[src/rtl/muldiv_sequencer.sv]
// rtl/muldiv_sequencer.sv - control sequencer for a shift/add multiply and shift/subtract divide datapath
//
// Purpose: steps an accumulator/ALU datapath through load, clear and N_BITS
// iterations of multiply (op + shift right) or divide (shift left + op).
// All outputs are registered and are a decode of the state being entered.
//
// Ports:
//   i_clk               rising-edge clock
//   i_reset_n           asynchronous active-low reset
//   i_start             request pulse, sampled only in IDLE
//   i_op_sel            0 = multiply, 1 = divide, latched with i_start
//   i_abort             synchronous cancel back to IDLE
//   o_acc_in_select     accumulator loads from the B-register path
//   o_acc_high_select   accumulator high mode: 00 hold, 01 shr, 10 shl, 11 load
//   o_acc_low_select    accumulator low mode, same encoding
//   o_acc_high_reset_p  clear accumulator high half
//   o_op_mul, o_op_div  ALU operation strobes
//   o_busy              high in every state except IDLE
//   o_done              one-cycle completion pulse
module muldiv_sequencer #(
   parameter int N_BITS = 4
) (
   input  logic       i_clk,
   input  logic       i_reset_n,
   input  logic       i_start,
   input  logic       i_op_sel,
   input  logic       i_abort,
   output logic       o_acc_in_select,
   output logic [1:0] o_acc_high_select,
   output logic [1:0] o_acc_low_select,
   output logic       o_acc_high_reset_p,
   output logic       o_op_mul,
   output logic       o_op_div,
   output logic       o_busy,
   output logic       o_done
);

   localparam int CW = (N_BITS > 1) ? $clog2(N_BITS) : 1;
   localparam logic [CW-1:0] LAST = CW'(N_BITS - 1);

   typedef enum logic [3:0] {
      S_IDLE     = 4'd0,
      S_LD_HIGH  = 4'd1,
      S_LD_LOW   = 4'd2,
      S_CLR_HIGH = 4'd3,
      S_MUL_OP   = 4'd4,
      S_MUL_SHR  = 4'd5,
      S_DIV_SHL  = 4'd6,
      S_DIV_OP   = 4'd7,
      S_DIV_FIN  = 4'd8,
      S_DONE     = 4'd9
   } state_t;

   state_t          r_state;
   logic [CW-1:0]   r_count;
   logic            r_op;
   logic [9:0]      r_out;
   state_t          w_next;

   function automatic state_t f_next(input state_t s, input logic start,
                                     input logic abort, input logic op,
                                     input logic [CW-1:0] count);
      state_t n;
      n = S_IDLE;
      if (abort && s != S_IDLE) begin
         n = S_IDLE;
      end else begin
         case (s)
            S_IDLE:     n = (start && !abort) ? S_LD_HIGH : S_IDLE;
            S_LD_HIGH:  n = S_LD_LOW;
            S_LD_LOW:   n = S_CLR_HIGH;
            S_CLR_HIGH: n = op ? S_DIV_SHL : S_MUL_OP;
            S_MUL_OP:   n = S_MUL_SHR;
            S_MUL_SHR:  n = (count == LAST) ? S_DONE : S_MUL_OP;
            S_DIV_SHL:  n = S_DIV_OP;
            S_DIV_OP:   n = (count == LAST) ? S_DIV_FIN : S_DIV_SHL;
            S_DIV_FIN:  n = S_DONE;
            S_DONE:     n = S_IDLE;
            default:    n = S_IDLE;
         endcase
      end
      return n;
   endfunction

   // {acc_in, high[1:0], low[1:0], high_reset, mul, div, done, busy}
   function automatic logic [9:0] f_decode(input state_t s);
      logic [9:0] d;
      case (s)
         S_LD_HIGH:  d = 10'b1_11_00_0_0_0_0_1;
         S_LD_LOW:   d = 10'b0_00_11_0_0_0_0_1;
         S_CLR_HIGH: d = 10'b0_00_00_1_0_0_0_1;
         S_MUL_OP:   d = 10'b0_00_00_0_1_0_0_1;
         S_MUL_SHR:  d = 10'b0_01_01_0_0_0_0_1;
         S_DIV_SHL:  d = 10'b0_10_10_0_0_0_0_1;
         S_DIV_OP:   d = 10'b0_00_00_0_0_1_0_1;
         S_DIV_FIN:  d = 10'b0_00_10_0_0_0_0_1;
         S_DONE:     d = 10'b0_00_00_0_0_0_1_1;
         default:    d = 10'b0;
      endcase
      return d;
   endfunction

   assign w_next = f_next(r_state, i_start, i_abort, r_op, r_count);

   // Outputs are registered from the decode of the state being entered, so
   // they always match r_state without any input-to-output path.
   always_ff @(posedge i_clk or negedge i_reset_n) begin
      if (!i_reset_n) begin
         r_state <= S_IDLE;
         r_count <= '0;
         r_op    <= 1'b0;
         r_out   <= '0;
      end else begin
         r_state <= w_next;
         r_out   <= f_decode(w_next);
         if (r_state == S_IDLE && i_start && !i_abort) begin
            r_op <= i_op_sel;
         end
         // The last iteration holds the count, so it only wraps via CLR_HIGH.
         if (w_next == S_IDLE || r_state == S_CLR_HIGH) begin
            r_count <= '0;
         end else if ((r_state == S_MUL_SHR || r_state == S_DIV_OP) && r_count != LAST) begin
            r_count <= r_count + 1'b1;
         end
      end
   end

   assign {o_acc_in_select, o_acc_high_select, o_acc_low_select,
           o_acc_high_reset_p, o_op_mul, o_op_div, o_done, o_busy} = r_out;

endmodule

[config.mk]
export PLATFORM = sky130hd
export DESIGN_NAME = muldiv_sequencer
export DESIGN_NICKNAME = d
export VERILOG_FILES = /design/src/rtl/muldiv_sequencer.sv
export SDC_FILE = /design/constraint.sdc
export NUM_CORES = 1
export LEC_CHECK = 0
export CORE_UTILIZATION = 50
export DETAILED_ROUTE_END_ITERATION = 7
export PLACE_DENSITY = 0.76
export SETUP_SLACK_MARGIN = 0.3
export SYNTH_ARGS = -nofsm -noshare
export SYNTH_HDL_FRONTEND = slang
export SYNTH_SLANG_ARGS = --single-unit
[constraint.sdc]
create_clock -name i_clk -period 2.4 [get_ports i_clk]
set_clock_uncertainty 0.2 [all_clocks]
set_input_delay 0.24 -clock i_clk [delete_from_list [all_inputs] [get_ports i_clk]]
set_output_delay 0.24 -clock i_clk [all_outputs]
set_load 0.005 [all_outputs]
Word-level counts from Yosys, hierarchy flattened
Memories as Yosys holds them, arrays and structs flattened. A register that Yosys moved wholly into a read port is not among the register bits.
Index checks and enable logic that the tools add are counted.
- add/sub/neg operators: 1
- multiplexer cells: 8
- equality and inequality tests: 10
- reduce and logical (&&, ||, !) cells: 13
- operator list (cell ; count):
    one-hot mux 4 bit (9 select lines) ; 1
    == test 4 x 3 -> 1 bit, second input constant ; 4
    2-to-1 mux 4 bit ; 3
    == test 4 x 2 -> 1 bit, second input constant ; 2
    zero test 4 bit ; 2
    2-to-1 mux 2 bit ; 3
    logical AND 1 bit ; 5
    == test 4 x 1 -> 1 bit, second input constant ; 1
    == test 4 bit, second input constant ; 1
    nonzero test 4 bit ; 1
    adder 2 x 1 -> 2 bit, second input constant ; 1
    == test 2 bit, second input constant ; 1
    zero test 1 bit ; 2
    logical OR 1 bit ; 2
    != test 2 bit, second input constant ; 1
    nonzero test 2 bit ; 1
    2-to-1 mux 1 bit ; 1
- memory bits (read-only): 160
- bits of input ports: 5
- register bits after elaboration: 7
- memories: 1
- memories (name ; depth ; bits a word ; read ports ; clocked after Yosys merged registers in ; wr ports ; RTL line ; source):
    (name not given) ; 16 ; 10 ; 1 ; 1 ; 0 ; 88 ; case (s)

Logic depth before layout (Yosys ltp)
Gate-level depths: netlist of the first run.
- word-level depth: 8
- depth in mapped cells: 6

Least setup slack after synthesis of the first run
No wires, ideal clock.
- path type: reg-to-reg
- start point: register r_count[0]
- end point: register r_out[5]
- arrival: 1.391 ns
- setup slack: 0.714 ns
- setup time: 0.095 ns
- stages on the path, launching flop included: 7
- path through: dfrtp_1 > ha_1 > nand2b_1 > nand2_1 > a2bb2oi_2 > or2_4 > o31ai_1
- longest elaborated chain between the ends: 4
- elaborated cells between the ends (all ways): 5
- classes of those cells: eq/ne (1); mux (4)
- RTL lines (element ; RTL line ; source):
    start: declaration ; 55 ; logic [CW-1:0] r_count;
    start signal: assignment ; 123 ; r_count <= r_count + 1'b1;
    == test 2 bit (*) ; 74, 76 ;
    2-to-1 mux 4 bit, on equally long branches ; 74, 76 ;
    one-hot mux 4 bit (9 select lines) (*) ; 68 ; case (s)
    2-to-1 mux 4 bit (*) ; 65 ; if (abort && s != S_IDLE) begin
    end: declaration ; 57 ; logic [9:0] r_out;
Every way passes the cells marked *; elsewhere a longest branch is shown, timed or not.
A chain may end at the register's enable or synchronous reset.

Final worst setup path of the first run
Same ends and word-level chain as after synthesis.

==> results.md, run 1 <==
* Status: complete, no violations
* # DRC at 0
* Sequential share of the synthesized area at 50.6%
* First-pass GRT wire length at 2770 um
* Worst path max stage delay at 410 ps
* Synth Area in Compound Gates at 20.2%
* CP arrival at 1910 ps
* DPL Wire Length at 1140 um
* CTS Hold Bufs at 0
* R2R Path Start: r_count[0]
* Row count at 14
* Slew Limit Fails at 0
* Finished Layout Cells at 111
* Die Ht at 43.0 um
* CP Launch Type: flop
* Area of the core at 1540 um2
* Setup TNS at 0 ps
* IO buf count at 14
* TritonRoute pass-1 iters at 4
* Mapped Cells at 79
* IO Count at 15
* Layout cells sized above 1 at 17.9%
* # nets final at 102
* Overflow after GRT at 0
* Initial Util at 54.5%
* Worst slew pin tran at 740 ps
* Simple-gate area share of the yosys netlist at 22.2%
* Routed vias at 625
* Vias in the first global route at 604
* Max VDD drop at 0.570 mV
* Final min period at 1890 ps
* Num CTS Buffers at 3
* XOR/XNOR share of the synthesized area at 1.04%
* Synth Area in Adders at 1.49%
* Leak at 0.454 nW
* Crit path from: r_count[0]
* CP endpoint kind: flop
* Slew margin rel. at 50.5%
* Post-Route WL at 1560 um
* Initial DRC Count at 21
* Root buffer selected by CTS: clkbuf_4
* Largest net degree at the start of global routing at 18
* Achievable clock frequency at 0.528 GHz
* Gpl congestion at 0.851
* Post-route cell area at 1010 um2
* Antenna violations before repair at 0
* Post-CTS Setup Bufs at 0
* FF-to-FF setup slack at 510 ps
* Clock transition at path regs at 100 ps
* Inst Count DP at 107
* Antenna-violating nets left at 0
* Clock Path Buffers at 2
* Distinct cells, synth at 33
* Final Hold Vio Count at 0
* Die X at 43.0 um
* CTS tree: yes
* Mapped Nets at 85
* Max Fanout on Critical Path at 4
* Via density per instance at 5.63
* Htree depth at 1
* Mux contribution to synthesized area at 0%
* Main combinational cell family by area after synthesis: simple AND/OR/NAND/NOR gates
* Die Area at 1850 um2
* Clock Sinks at 17
* N_diodes at 0
* Hold crit path type: input port to asynchronous set/reset pin
* Max-cap violations at 0
* DR WL/cell at 14.0 um
* Reg-to-reg endpoint: r_out[5]
* Power Density at 1030 nW/um2
* Final setup viols at 0
* Slowest cell on the critical path: dfrtp_1
* Synth Register Bits at 17
* Syn Area/Cell at 10.6 um2
* RSZ-0062 raised after global routing: false
* Fin crit share at 78.9%
* CP cell instances: ha_1 > nand2b_1 > nand2_1 > a2bb2oi_2 > or2_4 > o31ai_1
* Synth Cell Area at 841 um2
* Area grow syn2layout at 20.1%
* Post-DP Area at 982 um2
* CP Class: flop to flop
* YS warnings at 0
* R2R cell count at 6
* Post-CTS Resized at 0
* GRT Overall Usage at 21.3%
* Clk Latency, worst-skew pair at 300 ps
* Worst Setup EP: r_out[5]
* Critical Path RT at 2410 ps
[cells in the mapped netlist, drive strengths merged]
cell / number / area share (%)
a211o: 1 / 1.0
a21oi: 6 / 4.5
a2bb2oi: 1 / 1.8
a31oi: 1 / 0.74
and2: 1 / 0.74
and2b: 1 / 1.2
and3: 2 / 1.5
buf: 2 / 2.2
dfrtp: 17 / 51
ha: 1 / 1.5
inv: 5 / 2.2
nand2: 8 / 3.6
nand2b: 4 / 3.0
nand3: 1 / 0.59
nand3b: 1 / 0.89
nor2: 9 / 5.2
nor3: 1 / 1.2
nor3b: 1 / 1.5
o211ai: 1 / 1.5
o21ai: 5 / 3.0
o21bai: 1 / 0.89
o2bb2ai: 1 / 1.0
o311ai: 1 / 3.1
o31ai: 3 / 2.7
or2: 2 / 1.8
or3b: 1 / 1.0
xnor2: 1 / 1.0
[worst min-delay path by stage]
stage                      end  slack, ps      start
finish                r_out[9]        160  i_reset_n
global route        r_state[2]        250  i_reset_n
CTS                   r_out[9]        190  i_reset_n
detailed placement        r_op        290       r_op
global placement          r_op        290       r_op
floorplan           r_count[0]       -260  i_reset_n
[through the flow]
step	utilization, %	power [mW]	worst slack, ps	hold WS, ps
final	65.5	1.04	505	162
after global placement	63.7	0.889	404	286
after CTS	65.5	1.05	511	190
after global routing	65.5	1.12	370	250
after detailed placement	63.7	0.890	353	295
after floorplan	-	0.730	714	-256
[power breakdown]
group | internal (mW) | switching [mW]
logic | 0.240 | 0.228
registers | 0.356 | 0.0613
clock network | 0.0623 | 0.0945
[logic make-up (layout without fill, tap and decap cells)]
| group | Yosys count | after routing |
|---|---|---|
| AND/OR/NAND/NOR | 32 | 32 |
| AO/OA/AOI/OAI | 21 | 21 |
| flip-flops | 17 | 17 |
| buffers and inverters | 7 | 23 |
| adder cells (fa/ha/maj) | 1 | 1 |
| XOR/XNOR | 1 | 1 |
[per-layer routing]
layer	share of wire, %	GRT usage (%)
met1	48	30.6
met2	44	28.5
met3	6.0	6.81
met4	2.0	10.9
met5	0	0
[area by class of cell]
class	instances	area, um2
fill	124	532
clock buffer	3	22.5
multi-input combinational	55	378
tap	16	20.0
timing repair buffer	14	140
sequential	17	425
clock inverter	1	5.00
inverter	5	18.8
[cell usage in the layout (no fill, tap or decap), types with 2 or more instances in the layout]
cell type / synthesis / layout
o31ai_1: 3 / 3
inv_1: 4 / 4
a21oi_1: 4 / 4
clkbuf_4: 0 / 3
dfrtp_1: 17 / 17
nand2b_1: 4 / 4
clkdlybuf4s50_1: 0 / 14
and3_1: 2 / 2
nand2_1: 8 / 8
nor2_1: 7 / 7
o21ai_0: 5 / 5
a21oi_2: 2 / 2
[critical path: cells and delay by family (launching register included)]
kind / cells / cell delay, ps
AO/OA/AOI/OAI: 2 / 340
adder cells (fa/ha/maj): 1 / 240
flip-flops: 1 / 410
AND/OR/NAND/NOR: 3 / 620
[registers in the layout (all words and copies together), names as in the netlist]
register  count
r_out        10
r_state       4
r_count       2
r_op          1
(Power assumes the default switching activity.)
==> inputs of run 2 (changes only) <==
Clock period 2.4 ns to 1.95 ns, I/O delays scaled along.
==> run 2 against run 1 <==
Against the previous run: sequential cell count unchanged; critical path depth down 1; clock-buffer cell count unchanged; maximum frequency up 10%; worst setup slack worse by 270 ps; register-to-register slack worse by 270 ps; die area unchanged; largest power group unchanged.
==> results.md, run 2 (synthesis results as in run 1) <==
* Status: complete, no violations
* Seq pwr share at 31.4% (-8.7 points)
* Overflow after GRT at 0 (unchanged)
* Htree depth at 1 (unchanged)
* Fin crit share at 88.1% (+9.2 points)
* Worst path max stage delay at 460 ps (+50 ps)
* Max-cap violations at 0 (unchanged)
* Achievable clock frequency at 0.582 GHz (+10%)
* Hold crit path type: input port to asynchronous set/reset pin
* Slowest cell on the critical path: dfrtp_2
* Max FFs per register at 10 (unchanged)
* # nets final at 120 (+18%)
* Via density per instance at 5.71 (+1.3%)
* Vias in the first global route at 742 (+23%)
* Most frequent cells in the layout: 17 x buf_4, 14 x clkdlybuf4s50_1, 13 x dfrtp_1
* Comb power frac at 57.2% (+12 points)
* Layout cells sized above 1 at 45.1% (+27 points)
* CP Launch Type: flop
* Gpl congestion at 0.877 (+3.0%)
* Fillers at 100 (-19%)
* Switch share at 37.9% (+1.1 points)
* Slew margin rel. at 79.1% (+29 points)
* DPL Wire Length at 1220 um (+7.6%)
* RSZ-0062 raised after global routing: true
* CTS Hold Bufs at 0 (unchanged)
* R2R cell count at 5 (-1)
* Pint at 1.01 mW (+54%)
* First-pass GRT wire length at 3440 um (+24%)
* Antenna violations before repair at 0 (unchanged)
* Initial DRC Count at 20 (-4.8%)
* Slew Limit Fails at 0 (unchanged)
* Largest net degree at the start of global routing at 18 (unchanged)
* Finished Layout Cells at 129 (+16%)
* Area grow syn2layout at 47.6%
* Clk Latency, worst-skew pair at 290 ps (about the same)
* Routed vias at 736 (+18%)
* Die X at 43.0 um (unchanged)
* R2R Path Start: r_state[2]
* Switching pwr at 0.617 mW (+61%)
* N_diodes at 0 (unchanged)
* Final setup viols at 0 (unchanged)
* Max VDD drop at 0.849 mV (+49%)
* Critical Path Stages at 5 (-1)
* IO buf count at 14 (unchanged)
* CP Class: flop to flop
* # DRC at 0 (unchanged)
* GRT Overall Usage at 24.9% (+3.7 points)
* Clock Power Share at 11.4% (-3.6 points)
* Worst slew pin tran at 310 ps (-430 ps)
* Row count at 14 (unchanged)
* IO Count at 15 (unchanged)
* Initial Util at 54.5% (unchanged)
* Die Area at 1850 um2 (unchanged)
* Clock transition at path regs at 100 ps (about the same)
* Inst Count DP at 111 (+3.7%)
* Most flops, register: r_out
* Leak at 0.568 nW (+25%)
* Root buffer selected by CTS: clkbuf_4
* Final min period at 1720 ps (-176 ps)
* Max Fanout on Critical Path at 5 (+1)
* Critical Path RT at 1960 ps (-450 ps)
* Die Ht at 43.0 um (unchanged)
* Crit path from: r_state[2]
* TritonRoute pass-1 iters at 4 (unchanged)
* Largest regs: r_out: 10 flops, r_state: 4 flops, r_count: 2 flops
* CP endpoint kind: flop
* Antenna-violating nets left at 0 (unchanged)
* CP Buf/Inv Count at 1 (+1)
* Top delay family on crit path: simple AND/OR/NAND/NOR gates
* Clock Sinks at 17 (unchanged)
* CP arrival at 1730 ps (-180 ps)
* Most common cell after layout, fill and taps aside: buf_4
* Final Hold Vio Count at 0 (unchanged)
* Num CTS Buffers at 3 (unchanged)
* Power Density at 1310 nW/um2 (+27%)
* CP cell instances: buf_6 > nor3_4 > a21oi_2 > or2_4 > o31ai_2
* DR WL/cell at 16.0 um (+14%)
* Post-Route WL at 2060 um (+32%)
* Setup TNS at 0 ps (unchanged)
* Area of the core at 1540 um2 (unchanged)
* Clock Path Buffers at 2 (unchanged)
* CTS tree: yes
## run 2: per-stage QoR
step	hold slack [ps]	instance area [um2]	util, %	power [mW]	setup WS, ps
2_1_floorplan	-301	843	-	0.898	291
3_3_place_gp	285	1010	65.8	1.12	106
3_5_place_dp	293	1010	65.8	1.13	67.6
4_1_cts	24.3	1190	77.3	1.53	248
5_1_grt	40.8	1240	80.5	1.71	146
6_report	15.5	1240	80.5	1.63	231
## run 2: final cells by class
cell class              count  area (um2)  share of cell area, %
flip-flops and latches     17         430                   34.7
inverters                   5        18.8                   1.51
well taps                  16        20.0                   1.61
clock inverters             1        5.00                  0.403
multi-input cells          55         465                   37.5
repair buffers             32         279                   22.5
clock buffers               3        22.5                   1.81
## run 2: final timing paths
check | to | slack (ps)
min in group i_clk | r_op | 230
worst max-delay path | r_out[5] | 230
worst min-delay path | r_state[0] | 20
worst max register to register | r_out[5] | 230
worst min register to register | r_op | 320
max in group asynchronous | r_state[1] | 1340
## run 2: power groups by stage
stage / Clock (mW) / Sequential [mW] / Combinational, mW
floorplan: 0 / 0.508 / 0.390
detailed placement: 0 / 0.521 / 0.612
global route: 0.204 / 0.519 / 0.991
finish: 0.186 / 0.512 / 0.931
CTS: 0.189 / 0.504 / 0.832
global placement: 0 / 0.519 / 0.602
## run 2: worst reg2reg max path, cell delays in order (launching register included)
cell     delay (ps)
dfrtp_2         460
buf_6           130
nor3_4          180
a21oi_2         120
or2_4           310
o31ai_2         240
## run 2: routing by layer
layer / track usage [%] / routed length [um] / up-vias
li1: - / - / 341
met1: 35.1 / 916 / 366
met2: 40.9 / 1010 / 25
met3: 2.98 / 107 / 4
met4: 6.67 / 25 / 0
met5: 0 / 0 / -
## run 2: repair_timing
item / 4_1_cts / 5_1_grt
pin swaps: 6 / 6
resized for setup: 15 / 10
setup endpoints to repair: 12 / 13
buffers inserted: 14 / 0
